==> config.mk <==
export PLATFORM = sky130hd
export DESIGN_NAME = spi_bus_arbiter
export DESIGN_NICKNAME = d
export VERILOG_FILES = /design/src/rtl/spi_bus_arbiter.sv
export SDC_FILE = /design/constraint.sdc
export NUM_CORES = 1
export LEC_CHECK = 0
export CAP_MARGIN = 15
export CORE_ASPECT_RATIO = 2
export CORE_MARGIN = 2
export CORE_UTILIZATION = 40
export DETAILED_ROUTE_END_ITERATION = 16
export GPL_TIMING_DRIVEN = 0
export PLACE_DENSITY = 0.73
export REMOVE_ABC_BUFFERS = 1
export SYNTH_ARGS = -nofsm -noshare
export SYNTH_HDL_FRONTEND = slang
export SYNTH_SLANG_ARGS = --single-unit
==> constraint.sdc <==
create_clock -name CLK -period 2.04 [get_ports CLK]
set_input_delay 0.51 -clock CLK [delete_from_list [all_inputs] [get_ports CLK]]
set_output_delay 0.51 -clock CLK [all_outputs]
set_load 0.1 [all_outputs]
==> src/rtl/spi_bus_arbiter.sv <==
// Shares one SPI master between two requesting drivers. Whole transactions are
// granted round-robin, the arbiter owns the physical chip-selects, a guard gap
// with every CSN high separates owners, and a hold timeout forces a release.
module spi_bus_arbiter #(
    parameter int unsigned GUARD_CYC   = 8,
    parameter logic [15:0] TIMEOUT_CYC = 16'd50000
) (
    input  logic        CLK,
    input  logic        RSTn,
    input  logic        En,
    input  logic [1:0]  Req,
    output logic [1:0]  Gnt,
    input  logic [1:0]  En_SPI_Req,
    input  logic [15:0] SBUF_Req,
    input  logic [1:0]  CSN_Req,
    output logic [7:0]  RBUF_Req,
    output logic [1:0]  Dat_Rdy_Req,
    output logic [1:0]  Busy_Req,
    output logic [1:0]  SPI_Rdy_Req,
    output logic        SPI_En,
    output logic [7:0]  SPI_SBUF,
    input  logic [7:0]  SPI_RBUF,
    input  logic        SPI_Dat_Rdy,
    input  logic        SPI_Busy,
    input  logic        SPI_Rdy,
    output logic [1:0]  CSN_Out,
    output logic        Timeout_Flg
);

    typedef enum logic [1:0] {
        IDLE  = 2'd0,
        OWN   = 2'd1,
        GUARD = 2'd2
    } state_t;

    state_t      state_q;
    logic [1:0]  gnt_q;
    logic        last_q;
    logic [15:0] hold_q;
    logic [15:0] hold_d;
    logic [7:0]  guard_q;
    logic        tmo_q;

    logic        own_idx;
    logic        own_req;
    logic        hold_exp;
    logic        win_idx;

    // Owner lookup, winner selection and saturating hold-count next value
    always_comb begin
        own_idx  = gnt_q[1];
        own_req  = Req[own_idx];
        hold_exp = (hold_q >= (TIMEOUT_CYC - 16'd1));
        hold_d   = (hold_q == TIMEOUT_CYC) ? hold_q : (hold_q + 16'd1);
        case (Req)
            2'b01:   win_idx = 1'b0;
            2'b10:   win_idx = 1'b1;
            default: win_idx = ~last_q;   // tie goes to whoever was not granted last
        endcase
    end

    // Arbitration FSM: grant, hold until release/timeout, then enforce guard gap
    always_ff @(posedge CLK or negedge RSTn) begin
        if (!RSTn) begin
            state_q <= IDLE;
            gnt_q   <= 2'b00;
            last_q  <= 1'b1;
            hold_q  <= 16'd0;
            guard_q <= 8'd0;
            tmo_q   <= 1'b0;
        end else begin
            tmo_q <= 1'b0;
            case (state_q)
                IDLE: begin
                    if (En && SPI_Rdy && (Req != 2'b00)) begin
                        gnt_q   <= win_idx ? 2'b10 : 2'b01;
                        last_q  <= win_idx;
                        hold_q  <= 16'd0;
                        state_q <= OWN;
                    end
                end
                OWN: begin
                    hold_q <= hold_d;
                    // A byte in flight always completes before the bus is released
                    if (!SPI_Busy && (!own_req || hold_exp)) begin
                        gnt_q   <= 2'b00;
                        guard_q <= 8'd0;
                        tmo_q   <= own_req;   // only flag releases the owner did not ask for
                        state_q <= GUARD;
                    end
                end
                GUARD: begin
                    if (guard_q == 8'(GUARD_CYC - 1)) begin
                        state_q <= IDLE;
                    end else begin
                        guard_q <= guard_q + 8'd1;
                    end
                end
                default: begin
                    state_q <= IDLE;
                    gnt_q   <= 2'b00;
                end
            endcase
        end
    end

    // Zero-latency steering between the owner and the shared SPI master
    always_comb begin
        SPI_En      = 1'b0;
        SPI_SBUF    = 8'h00;
        RBUF_Req    = 8'h00;
        Dat_Rdy_Req = 2'b00;
        Busy_Req    = 2'b11;
        SPI_Rdy_Req = 2'b00;
        CSN_Out     = 2'b11;
        if (gnt_q != 2'b00) begin
            SPI_En               = En_SPI_Req[own_idx];
            SPI_SBUF             = own_idx ? SBUF_Req[15:8] : SBUF_Req[7:0];
            RBUF_Req             = SPI_RBUF;
            Dat_Rdy_Req[own_idx] = SPI_Dat_Rdy;
            Busy_Req[own_idx]    = SPI_Busy;
            SPI_Rdy_Req[own_idx] = SPI_Rdy;
            CSN_Out[own_idx]     = CSN_Req[own_idx];
        end
    end

    assign Gnt         = gnt_q;
    assign Timeout_Flg = tmo_q;

endmodule

==> impl_results.md <==
- Status: completed
- Clk sinks: 30
- Worst VDD drop: 0.996 mV
- Predominant post-synthesis flop cell: dfrtp_1
- Leakage: 1.24 nW
- Crit. End Element: output pin
- Overall routing resource usage: 0.208
- Clock Path Buffers: 2
- Core box area: 4820 um^2
- RSZ-0062 raised after global routing: false
- Post-placement cell count: between 300 and 400
- Final critical-path share of the clock period: 0.987
- Post-synth top cells: dfrtp_1, nor2_1, nand2_1
- Hold WC Path Type: flip-flop to flip-flop
- Non-filler cells, final: 345
- Filler instances: 418
- R2R depth: 4
- Final slew viol count: 0
- Final setup violating endpoints: 0
- Die width: 54.0 um
- Hold path depth: 2
- Synthesized area per cell: between 9 and 10 um^2
- IO Count: 64
- Register share of total power: 0.232
- Post-Route Skew: 0.00848 ns
- 1st-pass router iterations: 4
- Routed len/inst: about 16 um
- Setup CP Type: flip-flop to output pin
- Die Y: approximately 100 um
- EDFF count, synth: 0
- Hold_sp: guard_q[7]$_DFFE_PN0P_
- Hold slack: 0.541 ns
- Grt ovf: 0
- Worst-path clk slew: 0.07 ns
- Post-Synthesis Cell Area: 2000 um^2
- Via-per-instance ratio: 5.63
- Worst reg2reg path endpoint: hold_q[0]$_DFFE_PN0P_
- H-tree depth: 2
- CTS root buf: clkbuf_8
- Clock share of power: 0.115
- Max cap viols: 0
- Most frequent cell after synthesis: dfrtp_1
- P per Cell Area: 1440 nW/um^2
- Mapped Cells: 213
- GPL Wtd Cong: 0.808
- FFs w/ async S/R, synth: 1.00
- Final Power: 4.26 mW
- PortBufs: 63
- CTS tree: done
- Crit path max fanout: 5
- Synth top area share: 0.363
- Flop2flop setup slack: 0.16 ns
- Register area: 758 um^2
- FF-to-FF Start: state_q[1]$_DFFE_PN0P_
- Worst skew pair latency: 0.28 ns
- Number of distinct library cells after synthesis: 50
- Fin crit period: 2.01 ns
- Multi-input combinational cell area: ~1200 um^2
- Dpl ws: -1.27 ns
- Setup TNS: 0 ns
- Pin count of the biggest net entering global routing: 19
- Yosys warning total: 0
- Slew Limit Headroom: 0.358
- Diode count: 0
- Die Footprint: 5610 um^2
- Combinational group share of total power: 0.653
- Number of CTS-inserted buffers: 5
- Slew @ Worst Pin: 0.967 ns
- Via count: 1,944
- Initial detailed-routing violation count: 41
- WP data arrival: approximately 1.5 ns
- Worst Setup Start Kind: flip-flop
- DR DRC count: 0
- Worst Hold Path EP: guard_q[7]$_DFFE_PN0P_
- Setup WS post-layout: around 0.026 ns
- DP HPWL: between 4000 and 5000 um
- Ratio of cells with drive above 1 in the final layout: 0.260
- Yosys top cell by area: dfrtp_1
- NumNets Final: about 330
- Critical Path RT: 1.53 ns
- Net load switching power: 2.41 mW
- Final Hold Viols: 0
- P&R area growth vs syn: 48.2%
- Worst Setup SP: Gnt[1]$_DFFE_PN0P_
- Dominant cells by area after synthesis: dfrtp_1, a22o_1, ha_1
- Fmax: 497 MHz
- Vias in the first global route: 1,918
- Antenna violations before repair: 0
- Internal power: roughly 1.9 mW
- Rows: 36
- Yosys reg bits: 30
- Initial Util: 0.414
- Switch share: 0.565
- Detail Route Antenna Nets: 0
- Post-synthesis sequential area ratio: 0.377
- Routed wire length: 5560 um
- First-pass GRT wire length: 8640 um
[layout make-up]
cell class                      count  area share
Sequential cell                    30       0.256
Multi-Input combinational cell    165       0.416
Clock inverter                      1     0.00169
Inverter                            9      0.0114
Timing Repair Buffer               76       0.261
Tap cell                           57      0.0241
Clock buffer                        7      0.0292
[cells in the final DEF (no fill, tap or decap), types with 3 or more instances in the layout]
cell	instances
a211oi_1	5
a22o_1	9
nand4_1	7
nand2b_1	7
inv_1	8
a21oi_1	5
nor2b_1	9
or4_1	3
and4_1	3
o31ai_1	3
nand2_1	13
ha_1	4
and3_1	3
clkbuf_8	6
o211ai_1	4
buf_4	12
and2_1	7
a21oi_2	3
clkbuf_4	8
dlygate4sd2_1	3
xnor2_1	6
xor2_1	5
buf_6	9
mux2i_1	3
dfrtp_1	26
o21ai_0	5
buf_8	3
nor2_1	15
buf_12	3
or4_4	3
clkdlybuf4s50_1	33
o22ai_1	3
nand3_1	6
[layer usage]
metal	vias up	GRT usage	wire (um)
met4	0	0.104	195
met1	914	0.195	1870
li1	933	-	-
met2	80	0.388	3130
met3	17	0.0388	368
met5	-	0	0
[cell families after synthesis]
logic type,Yosys count,share of synthesized area
fa+ha+maj,5,0.0313
xor+xnor,11,0.0482
compound gates,50,0.197
mux,5,0.0263
flops,30,0.377
buf+inv,18,0.0388
simple gates,94,0.281
[critical path, stage by stage (launching register included)]
cell and delay (ns):
dfrtp_4 0.51, buf_6 0.14, buf_4 0.15, a22o_1 0.24, buf_12 0.17
[power by group through the flow]
stage | logic, mW | clock network, mW | registers, mW
floorplan | 1.82 | 0 | 1.06
global placement | 2.50 | 0 | 0.981
detailed placement | 2.54 | 0 | 0.991
CTS | 2.62 | 0.499 | 0.975
global route | 2.91 | 0.522 | 1.02
finish | 2.78 | 0.490 | 0.987
[worst max path at each step]
stage                              end  slack (ns)  cells after the start
floorplan                  RBUF_Req[0]       -1.32                      2
global placement    last_q$_DFFE_PN1P_       -1.43                      7
detailed placement         SPI_SBUF[5]       -1.27                      3
CTS                        RBUF_Req[2]       0.001                      3
global route               SPI_SBUF[6]      0.0002                      4
finish                     SPI_SBUF[5]        0.03                      4
[per-stage QoR]
step,utilization,cell area [um^2]
6_report,0.614,2960
5_1_grt,0.614,2960
4_1_cts,0.589,2840
3_5_place_dp,0.560,2700
3_3_place_gp,0.551,2660
2_1_floorplan,-,1950
[what timing repair did]
item                       CTS  global route
hold buffers                 0             0
gates resized for setup    165            31
pin swaps                    4             1
hold endpoints to repair     0             0
setup buffers                9             2
setup endpoints to repair   42            32
[state kept, by name, summed over array words and instances (netlist names)]
register	count
last_q	1
guard_q	8
Timeout_Flg	1
hold_q	16
state_q	2
Gnt	2
No activity file was read; power rests on OpenSTA's default activity.
